## src/rtl/tt_um_seq_divider_hhrb98.sv

```systemverilog
// Sequential unsigned restoring divider: DVD_W-bit dividend / DVS_W-bit divisor,
// one quotient bit per enabled clock, start/busy/done handshake on uio.
module tt_um_seq_divider_hhrb98 #(
   parameter int DVD_W = 8,
   parameter int DVS_W = 4
) (
   input  logic [7:0] ui_in,
   output logic [7:0] uo_out,
   input  logic [7:0] uio_in,
   output logic [7:0] uio_out,
   output logic [7:0] uio_oe,
   input  logic       ena,
   input  logic       clk,
   input  logic       rst_n
);

   localparam logic [1:0] ST_IDLE = 2'd0;
   localparam logic [1:0] ST_RUN  = 2'd1;
   localparam logic [1:0] ST_DONE = 2'd2;
   localparam int CNT_W = $clog2(DVD_W + 1);

   logic [1:0]       state;
   logic             start_q;
   logic [DVD_W-1:0] dvd;
   logic [DVD_W-1:0] quo;
   logic [DVS_W-1:0] dvs;
   logic [DVS_W-1:0] rem;
   logic [DVS_W:0]   p;
   logic [CNT_W-1:0] cnt;
   logic             div0;
   logic             busy;
   logic             done;

   logic             start_in;
   logic             sel;
   logic             accept;
   logic [DVS_W:0]   p_shift;
   logic [DVS_W:0]   p_next;
   logic             q_bit;
   logic [DVD_W-1:0] rem_word;
   logic             unused_uio;

   assign start_in   = uio_in[4];
   assign sel        = uio_in[5];
   assign unused_uio = &{1'b0, uio_in[7:6]};
   assign accept     = start_in && !start_q && (state != ST_RUN);

   always_comb begin
      p_shift = {p[DVS_W-1:0], dvd[DVD_W-1]};
      p_next  = p_shift;
      q_bit   = 1'b0;
      if (p_shift >= {1'b0, dvs}) begin
         p_next = p_shift - {1'b0, dvs};
         q_bit  = 1'b1;
      end
   end

   always_ff @(posedge clk or negedge rst_n) begin
      if (!rst_n) begin
         state   <= ST_IDLE;
         start_q <= 1'b0;
         dvd     <= '0;
         dvs     <= '0;
         quo     <= '0;
         rem     <= '0;
         p       <= '0;
         cnt     <= '0;
         div0    <= 1'b0;
         busy    <= 1'b0;
         done    <= 1'b0;
      end else if (ena) begin
         start_q <= start_in;
         if (accept) begin
            dvd   <= ui_in[DVD_W-1:0];
            dvs   <= uio_in[DVS_W-1:0];
            quo   <= '0;
            rem   <= '0;
            p     <= '0;
            cnt   <= '0;
            div0  <= 1'b0;
            done  <= 1'b0;
            busy  <= 1'b1;
            state <= ST_RUN;
         end else if (state == ST_RUN) begin
            // Zero divisor passes through RUN for one cycle so results land at t+1.
            if (dvs == '0) begin
               quo   <= '1;
               rem   <= dvd[DVS_W-1:0];
               div0  <= 1'b1;
               busy  <= 1'b0;
               done  <= 1'b1;
               state <= ST_DONE;
            end else begin
               p   <= p_next;
               dvd <= {dvd[DVD_W-2:0], 1'b0};
               quo <= {quo[DVD_W-2:0], q_bit};
               cnt <= cnt + CNT_W'(1);
               if (cnt == CNT_W'(DVD_W - 1)) begin
                  rem   <= p_next[DVS_W-1:0];
                  busy  <= 1'b0;
                  done  <= 1'b1;
                  state <= ST_DONE;
               end
            end
         end
      end
   end

   always_comb begin
      rem_word              = '0;
      rem_word[DVS_W-1:0]   = rem;
      rem_word[DVD_W-1]     = div0;
   end

   assign uo_out  = sel ? rem_word : quo;
   assign uio_out = {done, busy, 6'b00_0000};
   assign uio_oe  = 8'b1100_0000;

endmodule
```

## config.mk

```make
export PLATFORM = sky130hd
export DESIGN_NAME = tt_um_seq_divider_hhrb98
export DESIGN_NICKNAME = d
export VERILOG_FILES = /design/src/rtl/tt_um_seq_divider_hhrb98.sv
export SDC_FILE = /design/constraint.sdc
export NUM_CORES = 1
export LEC_CHECK = 0
export ABC_AREA = 1
export CAP_MARGIN = 10
export CORE_AREA = 4 4 88 90
export DETAILED_ROUTE_END_ITERATION = 16
export DIE_AREA = 0 0 92 94
export PLACE_DENSITY_LB_ADDON = 0.2
export SLEW_MARGIN = 20
export SYNTH_ARGS = -nofsm -noshare
export SYNTH_HDL_FRONTEND = slang
export SYNTH_SLANG_ARGS = --single-unit
```

## constraint.sdc

```tcl
create_clock -name clk -period 5 [get_ports clk]
set_clock_uncertainty 0.05 [all_clocks]
set_input_delay 0.5 -clock clk [delete_from_list [all_inputs] [get_ports clk]]
set_output_delay 0.5 -clock clk [all_outputs]
set_load 0.01 [all_outputs]
```

==> flow_results.org <==
** Synthesis
- Mean area per synthesized cell :: 8.12 µm²
- Cell type with the highest aggregate area in the netlist :: dfrtp_1
- Synth Warn # :: 0
- The cell area that synthesis handed to floorplanning was 2020 µm².
- Flip-flop and latch count after synthesis :: 36
- After synthesis, the largest area contributor takes up 44.6% of total cell area.
- The number of different library cells used by synthesis comes to 27.
- Synthesis produced 249 cells.
- Ranked by total cell area, the synthesized netlist is headed by dfrtp_1 (45%), nand2_1 (12%), o21ai_0 (7.4%).
- Portion of the post-synthesis area used by sequential elements :: 44.6%

** CTS
- The number of setup buffers added after CTS is 0.
- CTS H-Tree Depth :: 2
- # resized after CTS :: 0
- Source-to-sink clock delay at the later pin of the worst-skew pair :: 0.28 ns
- The number of clock buffers added by TritonCTS is 5.
- TritonCTS built the clock tree.
- Master cell of the clock root buffer :: clkbuf_8
- Longest Clk Path Bufs :: 2
- The clock drives 36 sinks.
- Hold repair after CTS inserted 0 buffers.
- Clock transition at the register clock pins on the worst setup and hold paths after CTS :: 0.07 ns

** Finish
- From synthesis to final layout, the design area changed by 18.4%.
- Antenna diode count :: 0
- Once layout is done, the placed cells without fillers occupy 2390 µm².
- After filler insertion, the fill cell instance count of the layout stands at 794.
- Fraction of final layout cells with drive strength greater than 1 :: 8.76%
- Leaving out fill and tap cells, the most frequent cell in the layout is nand2_1.
- Most frequent cells in the layout :: nand2_1 (67), dfrtp_1 (36), o21ai_0 (30), clkdlybuf4s50_1 (26), inv_1 (22)
- Number of nets in the layout :: 298

** Global route
- The initial antenna violation count is 0.
- Entering global routing, the biggest net connects 37 pins.
- Vias in the first global route :: 1610
- Residual overflow from global routing :: 0
- Across every metal layer, demand over resource in global routing totals 10.8%.
- Wire length of the first global-routing pass :: 7490 µm

** Setup path
- The critical path is of the input pin to output port type.
- Worst path required time :: 4.45 ns
- In this run the register-to-register setup slack is 2.99 ns.
- Data arrives at the worst endpoint at 2.03 ns.
- CP max FO :: 13
- The worst setup path is launched from an input pin.
- The worst setup path is captured at an output port.

** Timing
- Static timing analysis puts the maximum clock frequency at 388 MHz.
- Final-report setup violation count :: 0
- Subtracting the final worst setup slack from the clock period gives 2.58 ns.
- The final count of hold timing violations is 0.
- Worst relative slew slack :: 36.2%
- Measured slew at the worst slew-check pin :: 0.956 ns
- For the final routed database, the setup TNS stands at 0 ns.
- Unrepaired setup endpoints after global routing :: no
- Final cycle utilization of the critical path :: 51.5%
- Max-slew violation count :: 0

** Placed design
- After detailed placement, the total cell area comes to 2300 µm².
- Buffers placed on the I/O ports in this run total 26.
- Detailed Place HPWL :: 3160 µm
- Routability-driven placement finished with a final weighted congestion of 0.839.

** Drt
- In the routed layout, each cell is associated on average with a via count of 4.15.
- Detailed Route WL :: 4260 µm
- Number of iterations in the first detailed-routing pass :: 4
- Antenna violation net count after detailed routing :: 0
- Summing over every cut layer, the via total after detailed routing is 1549.
- In this run, the number of DRC markers left after iteration 0 of detailed routing was 55.
- After detailed routing, the number of remaining DRC violations is 0.
- After detailed routing, the average wire length per cell comes to 11.4 µm.

** Floorplanning
- In this run the vertical extent of the chip is 94 µm.
- Horiz. Die Dim :: 92 µm
- Total number of placement rows :: 31
- For this configuration, the core starts out at a cell density of 28.6%.
- Die ar. :: 8650 µm²
- In this run the standard cell core region covers 7060 µm².
- Pin placement for this block handled 43 I/O pins.

** Power
- The analysis attributes to cell leakage a power of 0.00124 µW.
- For this design the ratio of total power to cell area is 580 nW/µm².
- Across the VDD grid, the largest voltage drop is 175 µV.

** Outcome
- The run finished with clean final reports.

** Job
- Max-capacitance violation count :: 0

** Worst hold path
- Worst hold-check path type :: flop to flop
-- layout make-up --
class | count | area, µm² | area share (%)
multi-input cells | 178 | 915 | 38.2
flip-flops and latches | 36 | 901 | 37.6
well taps | 99 | 124 | 5.18
clock inverters | 2 | 10.0 | 0.418
repair buffers | 27 | 268 | 11.2
clock buffers | 6 | 82.6 | 3.45
inverters | 25 | 93.8 | 3.92
-- registers in the layout (all words and copies together) (netlist names) --
| signal | count |
|---|---|
| dvd | 8 |
| p | 4 |
| rem | 4 |
| done | 1 |
| div0 | 1 |
| cnt | 4 |
| state | 1 |
| dvs | 4 |
| quo | 8 |
| start_q | 1 |
-- cell usage after synthesis --
master    number
a21oi_1        2
a22o_1         2
a31o_2         1
buf_2          3
buf_4         17
buf_6          1
clkbuf_1       1
conb_1         2
dfrtp_1       36
fa_1           1
ha_1           5
inv_1         22
inv_2          3
mux2_2         1
mux2i_1        7
nand2_1       67
nand2_2        2
nand2_4        4
nand3_1       14
nand4_1        1
nor2_1        16
nor2_2         2
o21ai_0       30
o21ai_1        6
o21ai_2        1
or2_2          1
xor2_1         1
-- through the flow --
| step | utilization [%] | setup WS [ns] | hold WS (ns) | power, µW | std cells |
|---|---|---|---|---|---|
| 4_1_cts | 33.9 | 2.41 | 0.439 | 1420 | 373 |
| 2_1_floorplan | - | 3.41 | 0.154 | 1010 | 261 |
| 6_report | 33.9 | 2.42 | 0.432 | 1390 | 373 |
| 3_5_place_dp | 32.6 | 2.41 | 0.420 | 1200 | 365 |
| 3_3_place_gp | 32.6 | 2.42 | 0.418 | 1180 | 365 |
| 5_1_grt | 33.9 | 2.28 | 0.454 | 1560 | 373 |
-- worst max-delay path: stages --
cell and delay (ns):
clkdlybuf4s50_1 0.63, o21ai_0 0.32, clkdlybuf4s50_1 0.58
-- worst paths after layout --
check / to / startpoint / cells past startpoint
hold reg to reg: rem[3]$_DFFE_PN0P_ / rem[3]$_DFFE_PN0P_ / 2
max in group asynchronous: quo[7]$_DFFE_PN0P_ / rst_n / 2
setup / recovery: uo_out[2] / uio_in[5] / 3
min in group asynchronous: dvd[6]$_DFFE_PN0P_ / rst_n / 2
hold / removal: rem[3]$_DFFE_PN0P_ / rem[3]$_DFFE_PN0P_ / 2
setup reg to reg: dvd[2]$_DFFE_PN0P_ / dvs[0]$_DFFE_PN0P_ / 4
-- logic make-up (layout without fill, tap and decap cells) --
logic type | after synthesis | after routing | share of synthesized area (%)
AO/OA/AOI/OAI | 42 | 42 | 11.1
XOR/XNOR | 1 | 1 | 0.433
adder cells (fa/ha/maj) | 6 | 6 | 4.08
buffers and inverters | 47 | 60 | 12.4
flip-flops | 36 | 36 | 44.6
multiplexers | 8 | 8 | 4.02
other | 2 | 14 | 0.371
AND/OR/NAND/NOR | 107 | 107 | 23.0
-- per-layer routing --
metal  vias up  GRT usage, %  part of all wire [%]
li1        812             -                     -
met1       708          13.6                    48
met2        27          18.5                    48
met3         2          2.56                   3.4
met4         0          3.34                  0.68
met5         -             0                     0
-- power by group --
| group | switching, µW | total (µW) | internal (µW) |
|---|---|---|---|
| Clock | 102 | 212 | 110 |
| Combinational | 399 | 670 | 270 |
| Sequential | 90.1 | 507 | 417 |
| Total | 591 | 1390 | 797 |
Power figures use the tool's default switching activity.
